==> src/rtl/dram_ctrl_pkg.sv <==
// Shared definitions for the DRAM access controller: FSM state encoding and
// the timeout counter width helper.
package dram_ctrl_pkg;

  typedef enum logic [1:0] {
    ST_IDLE = 2'd0,
    ST_BUSY = 2'd1,
    ST_DONE = 2'd2
  } state_e;

  // Counter must hold timeout-1; keep at least one bit when the timeout is disabled.
  function automatic int unsigned cnt_width(input int unsigned t);
    return (t == 0) ? 1 : $clog2(t + 1);
  endfunction

endpackage

==> src/rtl/dram_access_ctrl_ack_timer.sv <==
// Saturating wait counter for the memory acknowledge; expired_o flags the last
// allowed BUSY cycle. A timeout of 0 never expires.
module ack_timer #(
  parameter int unsigned timeout = 16
) (
  input  logic clk,
  input  logic reset,
  input  logic clr_i,
  input  logic en_i,
  output logic expired_o
);
  import dram_ctrl_pkg::*;

  localparam int unsigned CW = cnt_width(timeout);
  localparam logic [CW-1:0] LAST = (timeout == 0) ? '0 : CW'(timeout - 1);

  logic [CW-1:0] cnt_q, cnt_d;

  always_comb begin
    cnt_d = cnt_q;
    if (clr_i) begin
      cnt_d = '0;
    end else if (en_i && (cnt_q != '1)) begin
      cnt_d = cnt_q + CW'(1);
    end
  end

  always_ff @(posedge clk or posedge reset) begin
    if (reset) begin
      cnt_q <= '0;
    end else begin
      cnt_q <= cnt_d;
    end
  end

  assign expired_o = (timeout != 0) && (cnt_q == LAST);

endmodule

==> src/rtl/dram_access_ctrl.sv <==
// Initiator-side controller for the word-addressed data memory: sequences a
// single load/store per request, stalls the pipeline and flags a missing ack.
module dram_access_ctrl #(
  parameter int unsigned addr_width = 32,
  parameter int unsigned data_width = 32,
  parameter int unsigned timeout    = 16
) (
  input  logic                  clk,
  input  logic                  reset,
  input  logic                  req_i,
  input  logic                  we_i,
  input  logic [addr_width-1:0] addr_i,
  input  logic [data_width-1:0] wdata_i,
  output logic [data_width-1:0] rdata_o,
  output logic                  stall_o,
  output logic                  done_o,
  output logic                  err_o,
  output logic                  mem_cs_o,
  output logic                  mem_we_o,
  output logic [addr_width-1:0] mem_addr_o,
  output logic [data_width-1:0] mem_data_o,
  input  logic [data_width-1:0] mem_data_i,
  input  logic                  mem_ack_i
);
  import dram_ctrl_pkg::*;

  state_e                  state_q, state_d;
  logic                    err_q, err_d;
  logic                    we_q, we_d;
  logic [addr_width-1:0]   addr_q, addr_d;
  logic [data_width-1:0]   wdata_q, wdata_d;
  logic [data_width-1:0]   rdata_q, rdata_d;
  logic                    tmr_clr, tmr_en, tmr_expired;

  ack_timer #(
    .timeout(timeout)
  ) u_ack_timer (
    .clk      (clk),
    .reset    (reset),
    .clr_i    (tmr_clr),
    .en_i     (tmr_en),
    .expired_o(tmr_expired)
  );

  always_comb begin
    state_d = state_q;
    err_d   = err_q;
    we_d    = we_q;
    addr_d  = addr_q;
    wdata_d = wdata_q;
    rdata_d = rdata_q;
    tmr_clr = 1'b0;
    tmr_en  = 1'b0;
    unique case (state_q)
      ST_IDLE: begin
        if (req_i) begin
          addr_d  = addr_i;
          we_d    = we_i;
          wdata_d = wdata_i;
          tmr_clr = 1'b1;
          state_d = ST_BUSY;
        end
      end
      ST_BUSY: begin
        // Ack beats expiry; mem_data_i is only looked at on an acked load.
        if (mem_ack_i) begin
          if (!we_q) begin
            rdata_d = mem_data_i;
          end
          err_d   = 1'b0;
          we_d    = 1'b0;
          state_d = ST_DONE;
        end else if (tmr_expired) begin
          err_d   = 1'b1;
          we_d    = 1'b0;
          state_d = ST_DONE;
        end else begin
          tmr_en = 1'b1;
        end
      end
      ST_DONE: begin
        state_d = ST_IDLE;
      end
      default: begin
        state_d = ST_IDLE;
      end
    endcase
  end

  always_ff @(posedge clk or posedge reset) begin
    if (reset) begin
      state_q <= ST_IDLE;
      err_q   <= 1'b0;
      we_q    <= 1'b0;
      addr_q  <= '0;
      wdata_q <= '0;
      rdata_q <= '0;
    end else begin
      state_q <= state_d;
      err_q   <= err_d;
      we_q    <= we_d;
      addr_q  <= addr_d;
      wdata_q <= wdata_d;
      rdata_q <= rdata_d;
    end
  end

  // Chip select decodes straight from the state flop so reset drops it at once.
  assign mem_cs_o   = (state_q == ST_BUSY);
  assign mem_we_o   = we_q;
  assign mem_addr_o = addr_q;
  assign mem_data_o = wdata_q;
  assign rdata_o    = rdata_q;
  assign done_o     = (state_q == ST_DONE);
  assign err_o      = (state_q == ST_DONE) && err_q;
  assign stall_o    = ((state_q == ST_IDLE) && req_i) || (state_q == ST_BUSY);

endmodule

==> config.mk <==
export PLATFORM = sky130hd
export DESIGN_NAME = dram_access_ctrl
export DESIGN_NICKNAME = d
export VERILOG_FILES = /design/src/rtl/dram_ctrl_pkg.sv /design/src/rtl/dram_access_ctrl_ack_timer.sv /design/src/rtl/dram_access_ctrl.sv
export SDC_FILE = /design/constraint.sdc
export NUM_CORES = 1
export LEC_CHECK = 0
export BUFFER_PORTS_ARGS = -buffer_cell sky130_fd_sc_hd__buf_4
export CAP_MARGIN = 20
export CORE_ASPECT_RATIO = 1.75
export CORE_UTILIZATION = 38
export DETAILED_ROUTE_END_ITERATION = 10
export PLACE_DENSITY = 0.74
export SETUP_SLACK_MARGIN = 0.4
export SLEW_MARGIN = 20
export SYNTH_ARGS = -nofsm -noshare
export SYNTH_HDL_FRONTEND = slang
export SYNTH_SLANG_ARGS = --single-unit
==> constraint.sdc <==
create_clock -name clk -period 6.5 [get_ports clk]
set_input_delay 1.3 -clock clk [delete_from_list [all_inputs] [get_ports clk]]
set_output_delay 1.3 -clock clk [all_outputs]
set_load 0.1 [all_outputs]
# Word-level counts from Yosys, hierarchy flattened
# Index checks and enable logic that the tools add are counted.
dict set report word_totals {
  input_bits 101
  regBits 105
  out_inout_bits 101
  elab_cells 45
}
dict set report op_classes {
  n_bitwise 1
  n_reduce_logical 13
  add_sub_neg 1
  n_mux 17
  n_eq_ne 6
}
# cell n
set op_table {}
lappend op_table {{$mux 1} 10}
lappend op_table {{$mux 5} 2}
lappend op_table {{$mux 2} 3}
lappend op_table {{$reduce_and 2->1} 3}
lappend op_table {{$reduce_and 3->1} 2}
lappend op_table {{$reduce_bool 2->1} 3}
lappend op_table {{$add 5x1->5 const B} 1}
lappend op_table {{$eq 5x4->1 const B} 1}
lappend op_table {{$ne 5x5->1 const B} 1}
lappend op_table {{$pmux 2 s2} 1}
lappend op_table {{$logic_and 1x1->1} 3}
lappend op_table {{$ne 3x1->1 const B} 1}
lappend op_table {{$eq 2x1->1 const B} 1}
lappend op_table {{$eq 2x2->1 const B} 1}
lappend op_table {{$logic_not 2->1} 1}
lappend op_table {{$ne 2x2->1 const B} 1}
lappend op_table {{$pmux 1 s2} 1}
lappend op_table {{$logic_or 1x1->1} 1}
lappend op_table {{$not 1->1} 1}

# Logic depth before layout (Yosys ltp)
# Gate-level depths: netlist of run 1.
dict set report depth {
  ltp_word 7
  mapped_depth 7
  depth_no_buf 6
}

# Modules after synthesis
# Synthesis of run 1 repeated with hierarchy kept, for this count alone.
dict set report unflattened {
  cells_unflattened 249
  hier_area_um2 4058.9
}
# module cells_per_inst instances area_per_inst_um2 seq_area_each_um2
set modules_own_cells {}
lappend modules_own_cells {dram_access_ctrl 224 1 3782.4 2502.4}
lappend modules_own_cells {ack_timer 25 1 276.5 125.1}

# Least setup slack after synthesis of run 1
# OpenSTA, ideal clock, no wires.
dict set report synth_path {
  path_kind {flip-flop to output port}
  start {register state_q[1]}
  end {output port err_o}
  t_arrival_ns 2.718
  path_buffers 0
  required_ns 5.200
  stages_incl_launch_ff 3
  setup_slack_ns 2.482
  path_cell_list {dfrtp_1 -> nor2b_1 -> and2_1}
}
dict set report synth_via {
  elab_chain_cells 2
}
# item line_no
set synth_lines {}
lappend synth_lines {{from (decl)} dram_access_ctrl.sv:27} ;# state_e state_q, state_d;
lappend synth_lines {{from (signal assigned)} dram_access_ctrl.sv:99} ;# state_q <= state_d;
lappend synth_lines {{$eq 2x2->1} --}
lappend synth_lines {{via done_o} dram_access_ctrl.sv:16} ;# output logic done_o,
lappend synth_lines {{$logic_and 1x1->1} dram_access_ctrl.sv:115} ;# assign err_o = (state_q == ST_DONE) && err_q;
lappend synth_lines {{to (decl)} dram_access_ctrl.sv:17} ;# output logic err_o,
# The timed path passes the listed nets, and every way through them passes these cells.

# Worst setup path in the final report of run 1
dict set report layout_path {
  start {input port req_i}
  end {output port stall_o}
}
dict set report layout_via {
  elab_chain_cells 2
}
# item line_no
set layout_lines {}
lappend layout_lines {{from (decl)} dram_access_ctrl.sv:10} ;# input logic req_i,
lappend layout_lines {{$logic_and 1x1->1} dram_access_ctrl.sv:116} ;# assign stall_o = ((state_q == ST_IDLE) && req_i) || (state_q == ST_BUSY);
lappend layout_lines {{$logic_or 1x1->1} dram_access_ctrl.sv:116}
lappend layout_lines {{to (decl)} dram_access_ctrl.sv:15} ;# output logic stall_o,
# Every way passes these cells.

==> results.py, run 1 <==
metrics = {
    "run_status": {
        "run_status": "completed",
    },
    "die": {
        "fp.dieH_um": 139,
        "ios": 202,
        "initial_core_util_pct": 39.2,
        "die_w_um": 80.1,
        "core_area_sq_um": 10400,
        "dieArea_sq_um": 11100,
        "placementRows": 49,
    },
    "logic_synthesis": {
        "ys_types": 29,
        "ys_top_cells_by_area": "dfrtp_1, nand2_1, mux2_1",
        "yosys.area_share.simple_pct": 20.9,
        "yosysMostFrequentCell": "nand2_1",
        "yosysWarnings": 0,
        "synthXorXnorAreaFrac_pct": 0,
        "syn_area_per_cell_sq_um": 10.5,
        "syn_nets": 492,
        "synth_edf_count": 0,
        "synth_compound_area_share_pct": 1.45,
        "syn_inst": 388,
        "synth_top_area_share_pct": 64.7,
        "synthAdderAreaFrac_pct": 0.925,
        "synthArstFlopShare_pct": 100,
        "synth_commonest_cells": "nand2_1, dfrtp_1, mux2_1, clkbuf_1, buf_2",
        "muxShareOfSynthArea_pct": 9.37,
        "ys.flop_type": "dfrtp_1",
        "synth_area_leader_cell": "dfrtp_1",
        "synth_top_family_by_area": "simple AND/OR/NAND/NOR gates",
        "seq_area_frac_synth_pct": 64.7,
        "syn_area_sq_um": 4060,
        "ys_ff_latch": 105,
    },
    "grt": {
        "antenna_found_initial": 0,
        "grt_pass1_wl_um": 15800,
        "track_usage_pct": 18.4,
        "grt_max_degree": 56,
        "grt_overflow_total": 0,
        "first_global_vias": 3376,
    },
    "cts": {
        "cts-buffers-inserted": 9,
        "h-tree-depth": 3,
        "cts.sink_count": 105,
        "postCtsSetupRepairBufs": 0,
        "clockBufferDepth": 2,
        "hold_buffers": 0,
        "insertion_delay_ps": 340,
        "cts-root-buf": "clkbuf_16",
        "ctsResizeCount": 0,
        "clkTransAtPathRegs_ps": 60,
        "cts_tree": "done",
    },
    "place": {
        "dpl.hpwl_um": 7430,
        "gp_congestion": 0.765,
        "place_ws_ps": 3240,
        "port_buffers": 201,
    },
    "sta": {
        "max_slew_margin_pct": 52.4,
        "setup_viol": 0,
        "setup_ws_ps": 3380,
        "clock_skew_ps": 6.00,
        "hold_viol_final": 0,
        "fin_setup_tns_ps": 0,
        "slew_violations": 0,
        "fmax_mhz": 321,
        "rsz0062_at_grt": "no",
        "period_share_pct": 47.9,
        "fin_crit_ps": 3120,
        "tightest_slew_ps": 714,
    },
    "setup_path": {
        "startpoint_type": "input pin",
        "arrival_ps": 1820,
        "end_kind": "output port",
        "crit_type": "in -> out",
        "worst-endpoint-required_ps": 5200,
        "cp_max_fo": 3,
    },
    "drt": {
        "num_vias": 3339,
        "drc_errors": 0,
        "ant_nets": 0,
        "drt_iter0_drc": 147,
        "drt_pre_antenna_iters": 4,
        "wire_per_inst_um": 13.9,
        "routed_wirelength_um": 9970,
        "avgViaCountPerCell": 4.66,
    },
    "layout": {
        "nets": 688,
        "n_antenna_cell": 0,
        "layout-drive-gt1-share_pct": 38.2,
        "area_growth_pct": 46.8,
    },
    "worst_hold_path": {
        "hp-class": "reg -> reg",
    },
    "job": {
        "drv_cap": 0,
    },
}
-- stage by stage --
step | utilization, % | cells | hold slack [ps] | instance area (sq um)
after detailed placement | 54.7 | 700 | 463 | 5670
after global routing | 57.5 | 716 | 499 | 5960
after floorplan | - | 388 | 441 | 4060
after global placement | 54.7 | 700 | 459 | 5670
after CTS | 57.4 | 716 | 480 | 5950
final | 57.5 | 716 | 474 | 5960
-- sequential cells by signal, indices dropped and copies added, names as in the netlist --
signal,count
state_q,2
rdata_o,32
u_ack_timer.cnt_q,5
mem_data_o,32
mem_addr_o,32
err_q,1
mem_we_o,1
-- worst max-delay path: stages --
cell and delay (ps):
buf_4 90, nor2_1 30, nor2_1 100, buf_4 300
-- placed cells by master, fill, tap and decap left out, drive strengths merged, types with 2 or more instances in the layout --
master  synthesis  final
nor2            2      2
mux2i           2      2
nand2         195    195
clkinv          0      2
nand3           3      3
inv             3      5
a21oi           5      5
nor2b           2      2
buf            11    205
o21ai           2      2
and2            2      2
mux2           32     32
ha              3      3
clkbuf          9     11
dfrtp         105    105
-- path summary, 6_finish.rpt --
kind	startpoint	cells past startpoint	slack [ps]	end
max in group asynchronous	reset	3	4330	mem_addr_o[7]
hold / removal	mem_data_o[10]	2	470	mem_data_o[10]
min in group asynchronous	reset	2	1040	mem_addr_o[11]
setup reg to reg	u_ack_timer.cnt_q[0]	6	4290	u_ack_timer.cnt_q[4]
setup / recovery	req_i	4	3380	stall_o
hold reg to reg	mem_data_o[10]	2	470	mem_data_o[10]
-- kinds of logic after synthesis --
logic type / Yosys count
AOI/OAI and AO/OA: 10
adders and majority gates: 3
buffers and inverters: 23
DFF: 105
muxes: 34
and+or+nand+nor: 213
-- final cells by class --
cell class / instances / area, sq um
clock buffer: 11 / 243
clock inverter: 5 / 38.8
fill: 929 / 4400
inverter: 3 / 13.8
multi-input combinational: 260 / 1340
sequential: 105 / 2630
tap: 127 / 159
timing repair buffer: 205 / 1540
-- routing by layer --
layer  GRT usage (%)  part of all wire [%]
met2            31.8                    52
met5               0                     0
met3            4.61                   7.5
met1            21.2                    38
met4            7.61                   2.4
Power of run 1 is left out: the tool's default activity adds up to more than one toggle a clock period on the data nets, which glitch-free logic cannot reach.
==> run 2, diff against run 1 <==
==> constraint.sdc (replaced) <==
create_clock -name clk -period 3.1 [get_ports clk]
set_input_delay 0.62 -clock clk [delete_from_list [all_inputs] [get_ports clk]]
set_output_delay 0.62 -clock clk [all_outputs]
set_load 0.1 [all_outputs]
==> run 2 against run 1 <==
  * Worst hold slack worse by 65 ps
  * Worst setup slack worse by 2500 ps
  * Die area unchanged
  * Register-to-register slack worse by 3400 ps
  * Final area up 0.65%
  * Core utilization up 0.37 points
  * Via count down 0.81%
  * Clock skew up 4.3 ps
  * Critical endpoint is now u_ack_timer.cnt_q[4]
  * Cell count up 0.14%
  * Highest routed layer unchanged
==> results.py, run 2 (synthesis results as in run 1) <==
metrics = {
    "place": {
        "gp_congestion": 0.734,
        "dpl.hpwl_um": 7400,
        "place_ws_ps": 917,
        "port_buffers": 201,
    },
    "setup_path": {
        "r2r_slack_ps": 900,
        "path_delay_family": "simple AND/OR/NAND/NOR gates",
        "slowest_delay_ps": 600,
        "timing.critical_path.mode_cell": "ha_1",
        "crit_chain": "ha_1, and3_1, ha_1, or4b_1, or3_1, a21oi_1",
        "arrival_ps": 2460,
        "crit_type": "reg -> reg",
        "worst-endpoint-required_ps": 3370,
        "slowest_stage": "or4b_1",
        "startpoint_type": "register",
        "cp_num_buf_inv": 0,
        "end_kind": "register",
        "cp_max_fo": 7,
    },
    "sta": {
        "hold_viol_final": 0,
        "max_slew_margin_pct": 48.2,
        "slew_violations": 0,
        "fin_crit_ps": 2200,
        "rsz0062_at_grt": "no",
        "fin_setup_tns_ps": 0,
        "tightest_slew_ps": 775,
        "period_share_pct": 70.9,
        "setup_ws_ps": 902,
        "fmax_mhz": 455,
        "setup_viol": 0,
        "clock_skew_ps": 10.3,
    },
    "layout": {
        "final_common_cell": "buf_4",
        "final_cell_mix": "buf_4, nand2_1, dfrtp_1",
        "n_antenna_cell": 0,
        "area_growth_pct": 47.7,
        "fillCellCount": 907,
        "layout-drive-gt1-share_pct": 38.3,
        "multi_input_area_sq_um": 1340,
        "nets": 689,
        "regArea_sq_um": 2630,
    },
    "drt": {
        "wire_per_inst_um": 13.8,
        "routed_wirelength_um": 9930,
        "ant_nets": 0,
        "drt_pre_antenna_iters": 4,
        "avgViaCountPerCell": 4.62,
        "drc_errors": 0,
        "drt_iter0_drc": 124,
        "num_vias": 3312,
    },
    "grt": {
        "antenna_found_initial": 0,
        "top_usage_layer": "met2",
        "globalRouteMet3Util_pct": 5.00,
        "grt_max_degree": 72,
        "grt_overflow_total": 0,
        "grtUsageMet2_pct": 30.5,
        "grt_pass1_wl_um": 15600,
        "first_global_vias": 3343,
        "grt_use_met1_pct": 20.9,
        "track_usage_pct": 18.2,
    },
    "cts": {
        "cts-buffers-inserted": 9,
        "cts_tree": "done",
        "insertion_delay_ps": 340,
        "hold_buffers": 0,
        "clkTransAtPathRegs_ps": 70,
        "postCtsSetupRepairBufs": 0,
        "clockBufferDepth": 2,
        "h-tree-depth": 3,
        "cts.sink_count": 105,
        "cts-root-buf": "clkbuf_16",
        "ctsResizeCount": 0,
    },
    "die": {
        "die_w_um": 80.1,
        "ios": 202,
        "core_area_sq_um": 10400,
        "fp.dieH_um": 139,
        "initial_core_util_pct": 39.2,
        "dieArea_sq_um": 11100,
        "placementRows": 49,
    },
    "job": {
        "drv_cap": 0,
    },
    "run_status": {
        "run_status": "completed",
    },
    "worst_hold_path": {
        "hp-class": "in -> async",
    },
}
[run 2: cell count changes in the layout (fill, tap and decap cells not counted), sizes merged]
cell,previous run,this run
clkinvlp,1,2
clkinv,2,1
inv,5,3
buf,205,206
bufinv,0,1
clkbuf,11,12
[run 2: metal layers]
| metal | routed length (um) | vias up |
|---|---|---|
| met2 | 5120 | 143 |
| met4 | 287 | 0 |
| li1 | - | 1615 |
| met1 | 3790 | 1532 |
| met3 | 729 | 22 |
| met5 | 0 | - |
[run 2: stage by stage]
stage / cells / hold slack [ps] / util [%] / area, sq um
final: 717 / 409 / 57.9 / 6000
after global routing: 717 / 457 / 57.9 / 6000
after floorplan: 388 / 441 / - / 4070
after global placement: 701 / 459 / 55.0 / 5700
after CTS: 717 / 434 / 57.9 / 6000
after detailed placement: 701 / 463 / 55.0 / 5700
[run 2: path summary, 6_finish.rpt]
check | end | cells after the start | from
max | u_ack_timer.cnt_q[4] | 6 | u_ack_timer.cnt_q[0]
min | rdata_o[6] | 2 | reset
max reg2reg | u_ack_timer.cnt_q[4] | 6 | u_ack_timer.cnt_q[0]
min reg2reg | mem_addr_o[20] | 2 | mem_addr_o[20]
max in group asynchronous | mem_data_o[18] | 3 | reset
min in group clk | mem_addr_o[15] | 3 | addr_i[15]
[run 2: cell type report]
cell class | count | share of cell area [%]
Inverter | 3 | 0.250
Clock buffer | 12 | 4.11
Clock inverter | 4 | 0.855
Timing Repair Buffer | 206 | 26.0
Sequential cell | 105 | 43.8
Multi-Input combinational cell | 260 | 22.3
Tap cell | 127 | 2.65
[run 2: worst reg2reg max path, delay by kind of cell (launching register included)]
family | cells | cell delay [ps]
AO/OA/AOI/OAI | 1 | 120
adder cells (fa/ha/maj) | 2 | 470
flip-flops | 1 | 410
AND/OR/NAND/NOR | 3 | 1130
Power of run 2 is left out for the same reason.
